--- src/rtl/vga_pkg.sv ---
// ---------------------------------------------------------------------------
// vga_pkg
// Shared constants and types for the ROM-picture VGA path.
//   H_VALID / V_VALID : active area of the 640x480 raster
//   RGB565_*          : common RGB565 colours, BG_COLOR_DEF is the default
//                       background shown outside the picture window
//   dir_t             : per-axis movement direction (increment / decrement)
//   to_u11()          : zero-extends a 10-bit coordinate so window bounds
//                       can be formed without overflow
// ---------------------------------------------------------------------------
package vga_pkg;

    localparam int H_VALID = 640;
    localparam int V_VALID = 480;

    localparam logic [15:0] RGB565_WHITE = 16'hFFFF;
    localparam logic [15:0] RGB565_BLACK = 16'h0000;
    localparam logic [15:0] RGB565_RED   = 16'hF800;
    localparam logic [15:0] RGB565_GREEN = 16'h07E0;
    localparam logic [15:0] RGB565_BLUE  = 16'h001F;

    localparam logic [15:0] BG_COLOR_DEF = RGB565_WHITE;

    // DIR_INC is RIGHT on the X axis and DOWN on the Y axis.
    typedef enum logic {
        DIR_INC = 1'b0,
        DIR_DEC = 1'b1
    } dir_t;

    function automatic logic [10:0] to_u11(input logic [9:0] v);
        return {1'b0, v};
    endfunction

endpackage

--- src/rtl/vga_pic_mover.sv ---
// ---------------------------------------------------------------------------
// vga_pic_mover
// Bouncing origin generator for the picture window. Each axis owns a
// direction FSM (DIR_INC / DIR_DEC) and an origin register. On a frame_end
// pulse with move_en high both axes step by STEP; an axis that would leave
// the active area is clamped to the edge and reverses. Both axes update in
// the same cycle, so a corner hit flips both directions at once.
//
// Ports
//   sys_clk   in   system clock
//   sys_rst   in   synchronous active-high reset (origin 0, directions INC)
//   frame_end in   once-per-frame pulse, the only update point
//   move_en   in   enables the update; origin/direction hold when low
//   org_x     out  window origin column
//   org_y     out  window origin line
// ---------------------------------------------------------------------------
module vga_pic_mover #(
    parameter int H_VALID = vga_pkg::H_VALID,
    parameter int V_VALID = vga_pkg::V_VALID,
    parameter int PIC_W   = 100,
    parameter int PIC_H   = 100,
    parameter int STEP    = 1
) (
    input  logic       sys_clk,
    input  logic       sys_rst,
    input  logic       frame_end,
    input  logic       move_en,
    output logic [9:0] org_x,
    output logic [9:0] org_y
);
    import vga_pkg::*;

    localparam logic [9:0]  STEP10 = 10'(STEP);
    localparam logic [11:0] STEP12 = 12'(STEP);

    logic [9:0] org_arr [2];

    genvar gi;
    generate
        for (gi = 0; gi < 2; gi++) begin : g_axis
            // Highest legal origin on this axis: the window's far edge
            // lands exactly on the end of the active area.
            localparam int          LIMIT   = (gi == 0) ? (H_VALID - PIC_W)
                                                        : (V_VALID - PIC_H);
            localparam logic [9:0]  LIMIT10 = 10'(LIMIT);
            localparam logic [11:0] LIMIT12 = 12'(LIMIT);

            logic [9:0] org_reg;
            logic [9:0] org_next;
            dir_t       dir_reg;
            dir_t       dir_next;

            always_ff @(posedge sys_clk) begin
                if (sys_rst) begin
                    org_reg <= '0;
                    dir_reg <= DIR_INC;
                end else begin
                    org_reg <= org_next;
                    dir_reg <= dir_next;
                end
            end

            always_comb begin
                org_next = org_reg;
                dir_next = dir_reg;
                if (frame_end && move_en) begin
                    unique case (dir_reg)
                        DIR_INC: begin
                            // org+STEP+PIC > VALID  <=>  org+STEP > LIMIT;
                            // 12-bit sum so a large STEP cannot wrap.
                            if (({2'b00, org_reg} + STEP12) > LIMIT12) begin
                                org_next = LIMIT10;
                                dir_next = DIR_DEC;
                            end else begin
                                org_next = org_reg + STEP10;
                            end
                        end
                        DIR_DEC: begin
                            if (org_reg < STEP10) begin
                                org_next = '0;
                                dir_next = DIR_INC;
                            end else begin
                                org_next = org_reg - STEP10;
                            end
                        end
                        default: begin
                            org_next = org_reg;
                            dir_next = dir_reg;
                        end
                    endcase
                end
            end

            assign org_arr[gi] = org_reg;
        end
    endgenerate

    assign org_x = org_arr[0];
    assign org_y = org_arr[1];

endmodule

--- src/rtl/vga_rom_pic_ctrl.sv ---
// ---------------------------------------------------------------------------
// vga_rom_pic_ctrl
// Picture-window controller for the ROM-picture VGA path. For each pixel
// request it decides whether the pixel is inside the picture window, walks
// the ROM address in raster order over the window, and returns ROM data or
// the background colour with a fixed 3-cycle latency.
//
// Latency for a pix_req in cycle N:
//   N+1  rom_addr / rom_rd_en registered
//   N+2  rom_rdata from the 1-cycle synchronous ROM
//   N+3  pix_data registered
//
// Ports
//   sys_clk    in   system clock
//   sys_rst    in   synchronous active-high reset
//   pix_req    in   pixel request, one per active pixel
//   pix_x/y    in   coordinates of the requested pixel
//   frame_end  in   per-frame pulse: clears the address counter and lets the
//                   origin mover step
//   move_en    in   enables the per-frame origin movement
//   rom_rdata  in   ROM read data
//   rom_addr   out  ROM read address
//   rom_rd_en  out  ROM read strobe, high for in-window requests only
//   pix_data   out  RGB565 pixel
//   org_x/y    out  current window origin
// ---------------------------------------------------------------------------
module vga_rom_pic_ctrl #(
    parameter int          H_VALID  = vga_pkg::H_VALID,
    parameter int          V_VALID  = vga_pkg::V_VALID,
    parameter int          PIC_W    = 100,
    parameter int          PIC_H    = 100,
    parameter int          ADDR_W   = 14,
    parameter int          STEP     = 1,
    parameter logic [15:0] BG_COLOR = vga_pkg::BG_COLOR_DEF
) (
    input  logic              sys_clk,
    input  logic              sys_rst,
    input  logic              pix_req,
    input  logic [9:0]        pix_x,
    input  logic [9:0]        pix_y,
    input  logic              frame_end,
    input  logic              move_en,
    input  logic [15:0]       rom_rdata,
    output logic [ADDR_W-1:0] rom_addr,
    output logic              rom_rd_en,
    output logic [15:0]       pix_data,
    output logic [9:0]        org_x,
    output logic [9:0]        org_y
);
    import vga_pkg::*;

    localparam logic [10:0] PIC_W11 = 11'(PIC_W);
    localparam logic [10:0] PIC_H11 = 11'(PIC_H);

    logic [9:0]        org_x_int;
    logic [9:0]        org_y_int;

    logic [10:0]       px;
    logic [10:0]       py;
    logic [10:0]       ox;
    logic [10:0]       oy;
    logic              in_x;
    logic              in_y;
    logic              in_win;

    logic [ADDR_W-1:0] addr_cnt_reg;
    logic [ADDR_W-1:0] addr_cnt_next;
    logic [ADDR_W-1:0] rom_addr_reg;
    logic [2:1]        win_pipe_reg;
    logic [15:0]       pix_data_reg;

    // ---------------- origin mover ----------------
    vga_pic_mover #(
        .H_VALID (H_VALID),
        .V_VALID (V_VALID),
        .PIC_W   (PIC_W),
        .PIC_H   (PIC_H),
        .STEP    (STEP)
    ) u_mover (
        .sys_clk   (sys_clk),
        .sys_rst   (sys_rst),
        .frame_end (frame_end),
        .move_en   (move_en),
        .org_x     (org_x_int),
        .org_y     (org_y_int)
    );

    // ---------------- window compare ----------------
    // Bounds are formed at 11 bits so org+PIC never wraps. The origin used
    // here is the registered one, so a request in the frame_end cycle is
    // still tested against the pre-update origin.
    assign px   = to_u11(pix_x);
    assign py   = to_u11(pix_y);
    assign ox   = to_u11(org_x_int);
    assign oy   = to_u11(org_y_int);
    assign in_x = (px >= ox) && (px < (ox + PIC_W11));
    assign in_y = (py >= oy) && (py < (oy + PIC_H11));
    assign in_win = pix_req && in_x && in_y;

    // ---------------- address counter ----------------
    // frame_end takes priority so the next frame always starts at 0, even
    // when the last in-window request shares the cycle with frame_end.
    always_comb begin
        addr_cnt_next = addr_cnt_reg;
        if (frame_end) begin
            addr_cnt_next = '0;
        end else if (in_win) begin
            addr_cnt_next = addr_cnt_reg + ADDR_W'(1);
        end
    end

    always_ff @(posedge sys_clk) begin
        if (sys_rst) begin
            addr_cnt_reg <= '0;
            rom_addr_reg <= '0;
        end else begin
            addr_cnt_reg <= addr_cnt_next;
            // Only load on a served request so the ROM address bus stays
            // quiet outside the window.
            if (in_win) begin
                rom_addr_reg <= addr_cnt_reg;
            end
        end
    end

    // ---------------- in-window flag pipeline + output mux ----------------
    // Stage 1 doubles as the ROM read strobe, stage 2 lines up with
    // rom_rdata, and the third stage is the pix_data register itself.
    always_ff @(posedge sys_clk) begin
        if (sys_rst) begin
            win_pipe_reg <= '0;
            pix_data_reg <= BG_COLOR;
        end else begin
            win_pipe_reg <= {win_pipe_reg[1], in_win};
            pix_data_reg <= win_pipe_reg[2] ? rom_rdata : BG_COLOR;
        end
    end

    assign rom_addr  = rom_addr_reg;
    assign rom_rd_en = win_pipe_reg[1];
    assign pix_data  = pix_data_reg;
    assign org_x     = org_x_int;
    assign org_y     = org_y_int;

endmodule

--- config.mk ---
export PLATFORM = sky130hd
export DESIGN_NAME = vga_rom_pic_ctrl
export DESIGN_NICKNAME = d
export VERILOG_FILES = /design/src/rtl/vga_pkg.sv /design/src/rtl/vga_pic_mover.sv /design/src/rtl/vga_rom_pic_ctrl.sv
export SDC_FILE = /design/constraint.sdc
export NUM_CORES = 1
export LEC_CHECK = 0
export ABC_AREA = 1
export CORE_ASPECT_RATIO = 1.25
export CORE_MARGIN = 1
export CORE_UTILIZATION = 50
export DETAILED_ROUTE_END_ITERATION = 6
export PLACE_DENSITY = 0.79
export SYNTH_ARGS = -nofsm -noshare
export SYNTH_HDL_FRONTEND = slang
export SYNTH_SLANG_ARGS = --single-unit
--- constraint.sdc ---
create_clock -name sys_clk -period 6 [get_ports sys_clk]
set_input_delay 1.8 -clock sys_clk [delete_from_list [all_inputs] [get_ports sys_clk]]
set_output_delay 1.8 -clock sys_clk [all_outputs]
set_load 0.02 [all_outputs]
### Word level (Yosys, flattened, before mapping)

Cells that the tools add are included.

* $add $sub $neg: 9
* multipliers: 0
* div/mod/pow operators: 0
* magnitude comparators: 8
* equality and inequality tests: 0
* shift operators: 0
* muxes and demuxes: 12
* bitwise logic cells: 3
* reductions and logical operators: 7

Operator list (number)
* two-way mux 10 bit: 4
* case mux 10 bit (2 select lines): 2
* adder 10 x 1 -> 11 bit (second input constant): 2
* adder 10 x 7 -> 11 bit (second input constant): 2
* less-than comparator 10 x 11 -> 1 bit: 2
* adder 10 x 1 -> 10 bit (second input constant): 2
* greater-or-equal comparator 10 bit: 2
* less-than comparator 10 x 1 -> 1 bit (second input constant): 2
* subtractor 10 x 1 -> 10 bit (second input constant): 2
* adder 14 x 1 -> 14 bit (second input constant): 1
* greater-than comparator 12 x 10 -> 1 bit (second input constant): 1
* greater-than comparator 12 x 9 -> 1 bit (second input constant): 1
* logical AND 1 bit: 5
* two-way mux 1 bit: 4
* case mux 1 bit (2 select lines): 2
* OR reduction 2 bit: 2
* NOT 1 bit: 3

* flip-flop bits (word level): 68
* bits in latches: 0
* bits in writable memories: 0
* bits in read-only memories: 0
* input bits: 41
* output and inout port bits: 51
* word-level logic and storage cells: 47
* memories kept: 0

### Depth between registers and ports, before layout

Gate-level depths: netlist (run 1).

* depth after elaboration: 5
* mapped depth: 19
* gate-level depth less buffers: 17

### Cells and area by module

Synthesis (run 1) repeated with hierarchy kept, for this count alone.

* cell total of the unflattened synthesis: 745
* area, all modules: 4895.9 sq um

By module, submodules not included
* vga_rom_pic_ctrl: instances 1, cells an instance 416, area each 2970.3 sq um, sequential area each 920.9 sq um
* vga_pic_mover: instances 1, cells an instance 329, area each 1925.6 sq um, sequential area each 440.4 sq um

### Least setup slack after synthesis (run 1)

Ideal clock, no wire load.

* path kind: in2reg
* from: input port pix_x[6]
* to: register addr_cnt_reg[1]
* library setup time: 113 ps
* data arrival time: 3105 ps
* required time: 5887 ps
* path slack: 2782 ps
* cell stages on the path: 11
* path buffers: 1
* path through: ha_1 -> a21o_1 -> nor2_1 -> inv_1 -> nand2_1 -> nand2_1 -> nor2_1 -> nand4_4 -> buf_2 -> nor2_1 -> nor2_1

* longest elaborated chain between the ends: 4
* elaborated cells between the ends (all ways): 5
* those cells by class: order compare: 2; reduce/logical: 3

Ends and longest elaborated chain
* start, declared: line vga_rom_pic_ctrl.sv:39 `input logic [9:0] pix_x,`
* less-than comparator 10 x 11 -> 1 bit or greater-or-equal comparator 10 bit (tied branches): line vga_rom_pic_ctrl.sv:96 `assign in_x = (px >= ox) && (px < (ox + PIC_W11));`
* logical AND 1 bit *: line vga_rom_pic_ctrl.sv:96
* logical AND 1 bit * (2 in series): line vga_rom_pic_ctrl.sv:98 `assign in_win = pix_req && in_x && in_y;`
* end signal, assigned: line vga_rom_pic_ctrl.sv:117 `addr_cnt_reg <= addr_cnt_next;`
* end, declared: line vga_rom_pic_ctrl.sv:66 `logic [ADDR_W-1:0] addr_cnt_reg;`

Every way passes the cells marked *; elsewhere a longest branch is shown, timed or not.
A chain may end at the register's enable or synchronous reset.

### Final worst setup path (run 1)

* from: input port pix_x[9]
* to: register rom_addr_reg[6] (netlist: rom_addr[6])

* longest elaborated chain between the ends: 4
* elaborated cells between the ends (all ways): 5
* those cells by class: order compare: 2; reduce/logical: 3

Ends and longest elaborated chain
* less-than comparator 10 x 11 -> 1 bit or greater-or-equal comparator 10 bit (tied branches): line vga_rom_pic_ctrl.sv:96
* logical AND 1 bit *: line vga_rom_pic_ctrl.sv:96
* logical AND 1 bit * (2 in series): line vga_rom_pic_ctrl.sv:98
* end signal, assigned: line vga_rom_pic_ctrl.sv:121 `rom_addr_reg <= addr_cnt_reg;`
* end, declared: line vga_rom_pic_ctrl.sv:68 `logic [ADDR_W-1:0] rom_addr_reg;`

Marked as above.

==> impl_metrics.yaml, run 1 <==
route:
  drc: 0
  wire_per_inst_um: 12.8
  ant_nets: 0
  drtPass1Iterations: 5
  vias: 4932
  vias_per_cell: 5.16
  first_iter_violations: 323
  wl_um: 12200
pwr:
  p_comb_share_pct: 22.9
  powerDensity_mw_per_mm2: 200
  power_switching_w: 0.000369
  leakage_nw: 2.76
  p_clk_share_pct: 37.4
  vdd_drop_max_v: 0.000183
  p_seq_share_pct: 39.6
  p_int_w: 0.000854
  swShare_pct: 30.2
logic_synthesis:
  seq_area_frac_synth_pct: 27.8
  synth_nets: 830
  synthCells: 742
  ys_types: 37
  synth.cell_area_mm2: 0.00490
  ys_warn_count: 0
  avgSynthCellArea_um2: 6.61
  synth_ff_type: "dfxtp_1"
  synth-edff-count: 0
  ys_ff_latch: 68
  async_flop_share_pct: 0
critical_path:
  startpoint: "pix_x[9]"
  critPathMostFrequentCell: "nor2_1"
  endpoint_kind: "register"
  regToRegStartpoint: "u_mover.org_x[3]"
  path_cells: "clkdlybuf4s50_1 > ha_1 > nand2_1 > nor2_1 > nand3_1 > nand4_1 > nand2_1 > inv_2 > nand4_4 > inv_2 > nor2_1 > nor2_1"
  cpMaxStageDelayCell: "clkdlybuf4s50_1"
  path_buf_inv: 3
  critPathTopFamily: "buffers and inverters"
  cp-start-kind: "input pin"
  arrival_ns: 4.24
  rr_endpoint: "rom_addr[6]"
  r2r_slack_ns: 3.05
  critPathKind: "in2reg"
  cp.required_ns: 6.26
  r2r_cells: 15
  crit_fanout: 27
  max_stage_delay_ns: 0.43
sta:
  fmax_mhz: 251
  fin_crit_ns: 3.99
  rsz0062_at_grt: "false"
  fin_setup_tns_ns: 0
  worstMarginPinSlew_ns: 0.964
  slew_viol_final: 0
  skew_ns: 0.00485
  max-slew-margin-rel_pct: 35.5
  whs_ns: 0.419
  fin_crit_sh_pct: 66.5
  setup_viol: 0
  hold_viol: 0
global_routing:
  antenna_found_initial: 0
  grt_pass1_wl_um: 20700
  grt_pass1_vias: 4831
  grtUsageTotal_pct: 24.6
  overflow: 0
  grt_max_degree: 35
clocking:
  cts_tree: "yes"
  clk_pin_slew_ns: 0.05
  cts_max_level: 3
  cts-root-buf: "clkbuf_16"
  holdBufCountCts: 0
  post_cts_resized: 0
  clockBufferDepth: 2
  post-cts-setup-buffers: 0
  cts_buffers: 9
  clkSinkCount: 68
  insertion_delay_ns: 0.33
cells_and_area:
  num_antenna_cells: 0
  post-route-util_pct: 64.0
  drive_gt1_share_pct: 4.10
  multi_input_comb_area_mm2: 0.00301
  finalNetCount: 913
  regArea_mm2: 0.00136
  largest_reg_flops: 16
  fillerInstances: 865
  area_growth_pct: 24.7
floorplan:
  core-area_mm2: 0.00956
  rows: 40
  die_w_um: 90.6
  fp.dieH_um: 113
  start_util_pct: 51.3
  boundaryPins: 92
  dieArea_mm2: 0.0102
placement:
  io_buffers: 91
  dpl.hpwl_um: 9410
  globalplace.congestion: 0.920
hold_path:
  hold_depth: 2
  hp-start: "win_pipe_reg[1]"
  hp-class: "reg2reg"
  hold_end: "win_pipe_reg[2]"
status:
  outcome: "finished clean"
flow_run:
  drv_cap: 0
[power groups by stage]
stage	clock network (W)	registers, W	logic, W
after floorplan	0	0.000501	0.000179
after global placement	0	0.000493	0.000271
after detailed placement	0	0.000493	0.000278
after CTS	0.000469	0.000484	0.000280
after global routing	0.000489	0.000486	0.000315
final	0.000458	0.000484	0.000281
[worst max path at each step]
stage	cells after the start	to
3_3_place_gp	12	rom_addr[3]
6_report	12	rom_addr[6]
2_1_floorplan	11	addr_cnt_reg[1]
4_1_cts	12	rom_addr[6]
3_5_place_dp	12	rom_addr[6]
5_1_grt	12	rom_addr[12]
[worst min-delay path, stage by stage, from the launching register on]
cell     delay (ns)
dfxtp_1        0.31
inv_1          0.04
nor2_1         0.03
[cell usage in the layout, fill, tap and decap left out, drive strengths merged, types with 3 or more instances in the layout]
| master | count |
|---|---|
| nand2 | 174 |
| inv | 107 |
| nor2 | 93 |
| clkdlybuf4s50 | 91 |
| dfxtp | 68 |
| nand3 | 68 |
| a21oi | 57 |
| ha | 47 |
| xor2 | 35 |
| o21ai | 30 |
| nand4 | 15 |
| clkbuf | 10 |
| nor3 | 9 |
| clkinv | 8 |
| a21o | 3 |
[metal layers]
metal	share of wire, %	wire length [µm]	GRT usage (%)	vias up
met5	0	0	0	-
met4	3.0	365	12.6	0
met3	4.6	563	3.56	34
met2	50	6110	43.9	149
met1	42	5150	28.5	2217
li1	-	-	-	2532
[area by class of cell]
| cell class | instances | area share (%) |
|---|---|---|
| well taps | 126 | 2.58 |
| clock inverters | 5 | 0.491 |
| repair buffers | 91 | 14.9 |
| clock buffers | 10 | 3.74 |
| inverters | 112 | 6.87 |
| multi-input cells | 543 | 49.2 |
| flip-flops and latches | 68 | 22.3 |
[through the flow]
step	std cells	worst slack [ns]	power [W]	instance area, µm²
floorplan	742	2.78	0.000680	4900
global placement	940	1.78	0.000763	5860
finish	955	2.01	0.00122	6120
detailed placement	940	1.68	0.000771	5860
global route	955	1.73	0.00129	6120
CTS	955	2.02	0.00123	6120
[cell families after synthesis]
kind of cell    count (synthesis)  share of synthesized area [%]
simple gates                  363                           32.4
buf+inv                       131                           10.9
compound gates                 96                           10.3
flops                          68                           27.8
fa+ha+maj                      47                           12.0
xor+xnor                       37                           6.61
[cell usage after synthesis (6+ instances only)]
| cell type | instances | area share (%) |
|---|---|---|
| o21ai_0 | 29 | 3.0 |
| nand4_1 | 14 | 1.8 |
| nand3_2 | 6 | 1.2 |
| nand3_1 | 62 | 6.3 |
| nand2_1 | 171 | 13 |
| ha_1 | 47 | 12 |
| xor2_1 | 35 | 6.3 |
| nor3_1 | 9 | 0.92 |
| nor2_1 | 89 | 6.8 |
| clkbuf_1 | 9 | 0.69 |
| a21oi_1 | 56 | 5.7 |
| inv_1 | 102 | 7.8 |
| dfxtp_1 | 68 | 28 |
(Power assumes the default switching activity.)
==> inputs of run 2 (changes only) <==
CORE_UTILIZATION = 48   (was 50)
clock period = 3.3 ns   (was 6 ns; I/O delays follow)
==> impl_metrics.yaml, run 2 (same netlist as run 1, synthesis figures left out) <==
cells_and_area:
  drive_gt1_share_pct: 4.90
  regArea_mm2: 0.00136
  stdcell_area_mm2: 0.00621
  num_antenna_cells: 0
  finalNetCount: 920
  layout_common_cells: "171 x nand2_1, 102 x inv_1, 91 x clkdlybuf4s50_1, 89 x nor2_1, 68 x dfxtp_1"
  largest_reg_flops: 16
  multi_input_comb_area_mm2: 0.00301
  final_cells: 963
  final_common_cell: "nand2_1"
  fillerInstances: 890
  area_growth_pct: 26.7
route:
  first_iter_violations: 274
  drc: 0
  wl_um: 12700
  drtPass1Iterations: 5
  wire_per_inst_um: 13.2
  vias_per_cell: 5.27
  ant_nets: 0
  vias: 5077
pwr:
  p_seq_share_pct: 37.2
  p_total_w: 0.00236
  p_clk_share_pct: 40.7
  p_comb_share_pct: 22.1
  vdd_drop_max_v: 0.000305
  power_switching_w: 0.000679
  p_int_w: 0.00169
  powerDensity_mw_per_mm2: 380
  swShare_pct: 28.7
  leakage_nw: 2.81
global_routing:
  grt_max_degree: 27
  overflow: 0
  grtUsageTotal_pct: 24.7
  grt_pass1_vias: 4935
  antenna_found_initial: 0
  grt_pass1_wl_um: 21100
critical_path:
  arrival_ns: 3.18
  r2r_cells: 17
  cp-start-kind: "register"
  endpoint_kind: "register"
  critPathKind: "reg2reg"
  startpoint: "u_mover.org_y[2]"
  cp.required_ns: 3.52
  crit_fanout: 26
  regToRegStartpoint: "u_mover.org_y[2]"
  rr_endpoint: "rom_addr[5]"
  r2r_slack_ns: 0.34
clocking:
  cts_buffers: 9
  holdBufCountCts: 0
  cts-root-buf: "clkbuf_16"
  cts_tree: "yes"
  clockBufferDepth: 2
  clkSinkCount: 68
  post-cts-setup-buffers: 0
  post_cts_resized: 0
  clk_pin_slew_ns: 0.06
  cts_max_level: 3
  insertion_delay_ns: 0.33
floorplan:
  boundaryPins: 92
  dieArea_mm2: 0.0106
  rows: 40
  fp.dieH_um: 115
  start_util_pct: 50.2
  die_w_um: 92.4
  core-area_mm2: 0.00976
hold_path:
  hold_end: "win_pipe_reg[2]"
  hp-class: "reg2reg"
  hp-start: "win_pipe_reg[1]"
  hold_depth: 2
placement:
  io_buffers: 91
  globalplace.congestion: 0.921
  placedInstanceArea_mm2: 0.00591
  placed_cells: 947
  dpl.hpwl_um: 9870
sta:
  skew_ns: 0.00796
  fmax_mhz: 338
  rsz0062_at_grt: "false"
  fin_crit_sh_pct: 89.7
  hold_viol: 0
  worstMarginPinSlew_ns: 0.721
  fin_setup_tns_ns: 0
  max-slew-margin-rel_pct: 51.9
  fin_crit_ns: 2.96
  slew_viol_final: 0
  setup_viol: 0
flow_run:
  drv_cap: 0
status:
  outcome: "finished clean"
[run 2: changes by cell type in the layout (fill, tap and decap cells not counted), sizes merged]
cell and delta:
buf +7, bufinv +1, clkinv -3, clkbuf +3
[run 2: cell type report]
type                    instances  share of cell area (%)
multi-input cells             543                    48.4
flip-flops and latches         68                    21.9
repair buffers                 98                    15.5
inverters                     112                    6.76
clock buffers                  13                    4.19
well taps                     126                    2.54
clock inverters                 3                   0.725
[run 2: power by group through the flow]
stage	Combinational (W)	Sequential (W)	Clock [W]
global route	0.000583	0.000881	0.00101
global placement	0.000499	0.000894	0
finish	0.000522	0.000879	0.000963
detailed placement	0.000514	0.000895	0
floorplan	0.000325	0.000911	0
CTS	0.000521	0.000878	0.000983
[run 2: worst max-delay path by stage]
stage / endpoint / depth (start not counted) / slack [ns]
finish: rom_addr[5] / 17 / 0.34
floorplan: rom_addr[11] / 18 / 0.70
global route: addr_cnt_reg[0] / 17 / 0.12
CTS: rom_addr[6] / 17 / 0.35
detailed placement: rom_addr[5] / 11 / 0.12
global placement: rom_addr[10] / 11 / 0.18
[run 2: metal layers]
layer	global-route usage (%)	wire [µm]	vias up
met4	14.5	525	0
met3	5.62	776	37
met2	45.8	6440	188
li1	-	-	2551
met1	25.3	4940	2301
met5	0	0	-
[run 2: worst max-delay path, cell delays in order, from the launching register on]
cell,delay [ns]
dfxtp_1,0.50
ha_1,0.31
nand2_1,0.13
nand2_1,0.13
nand2_1,0.07
xor2_1,0.15
ha_1,0.30
a21o_1,0.16
nand3_1,0.08
nand2_1,0.06
clkinv_1,0.06
nand2_2,0.08
nor2_4,0.13
inv_2,0.08
nor2_8,0.32
nand3_1,0.13
nand2_1,0.10
nor2_1,0.06
[run 2: per-stage QoR]
| step | hold slack [ns] | worst slack [ns] | util, % |
|---|---|---|---|
| final | 0.433 | 0.340 | 63.7 |
| after global placement | 0.411 | 0.181 | 60.6 |
| after detailed placement | 0.418 | 0.121 | 60.6 |
| after floorplan | 0.440 | 0.701 | - |
| after global routing | 0.486 | 0.122 | 63.7 |
| after CTS | 0.435 | 0.346 | 63.7 |
==> inputs of run 3 (changes only) <==
CORE_MARGIN = default   (was 1)
==> results of run 3 <==
No change in the layout: final DEF, timing and power equal those of run 2.
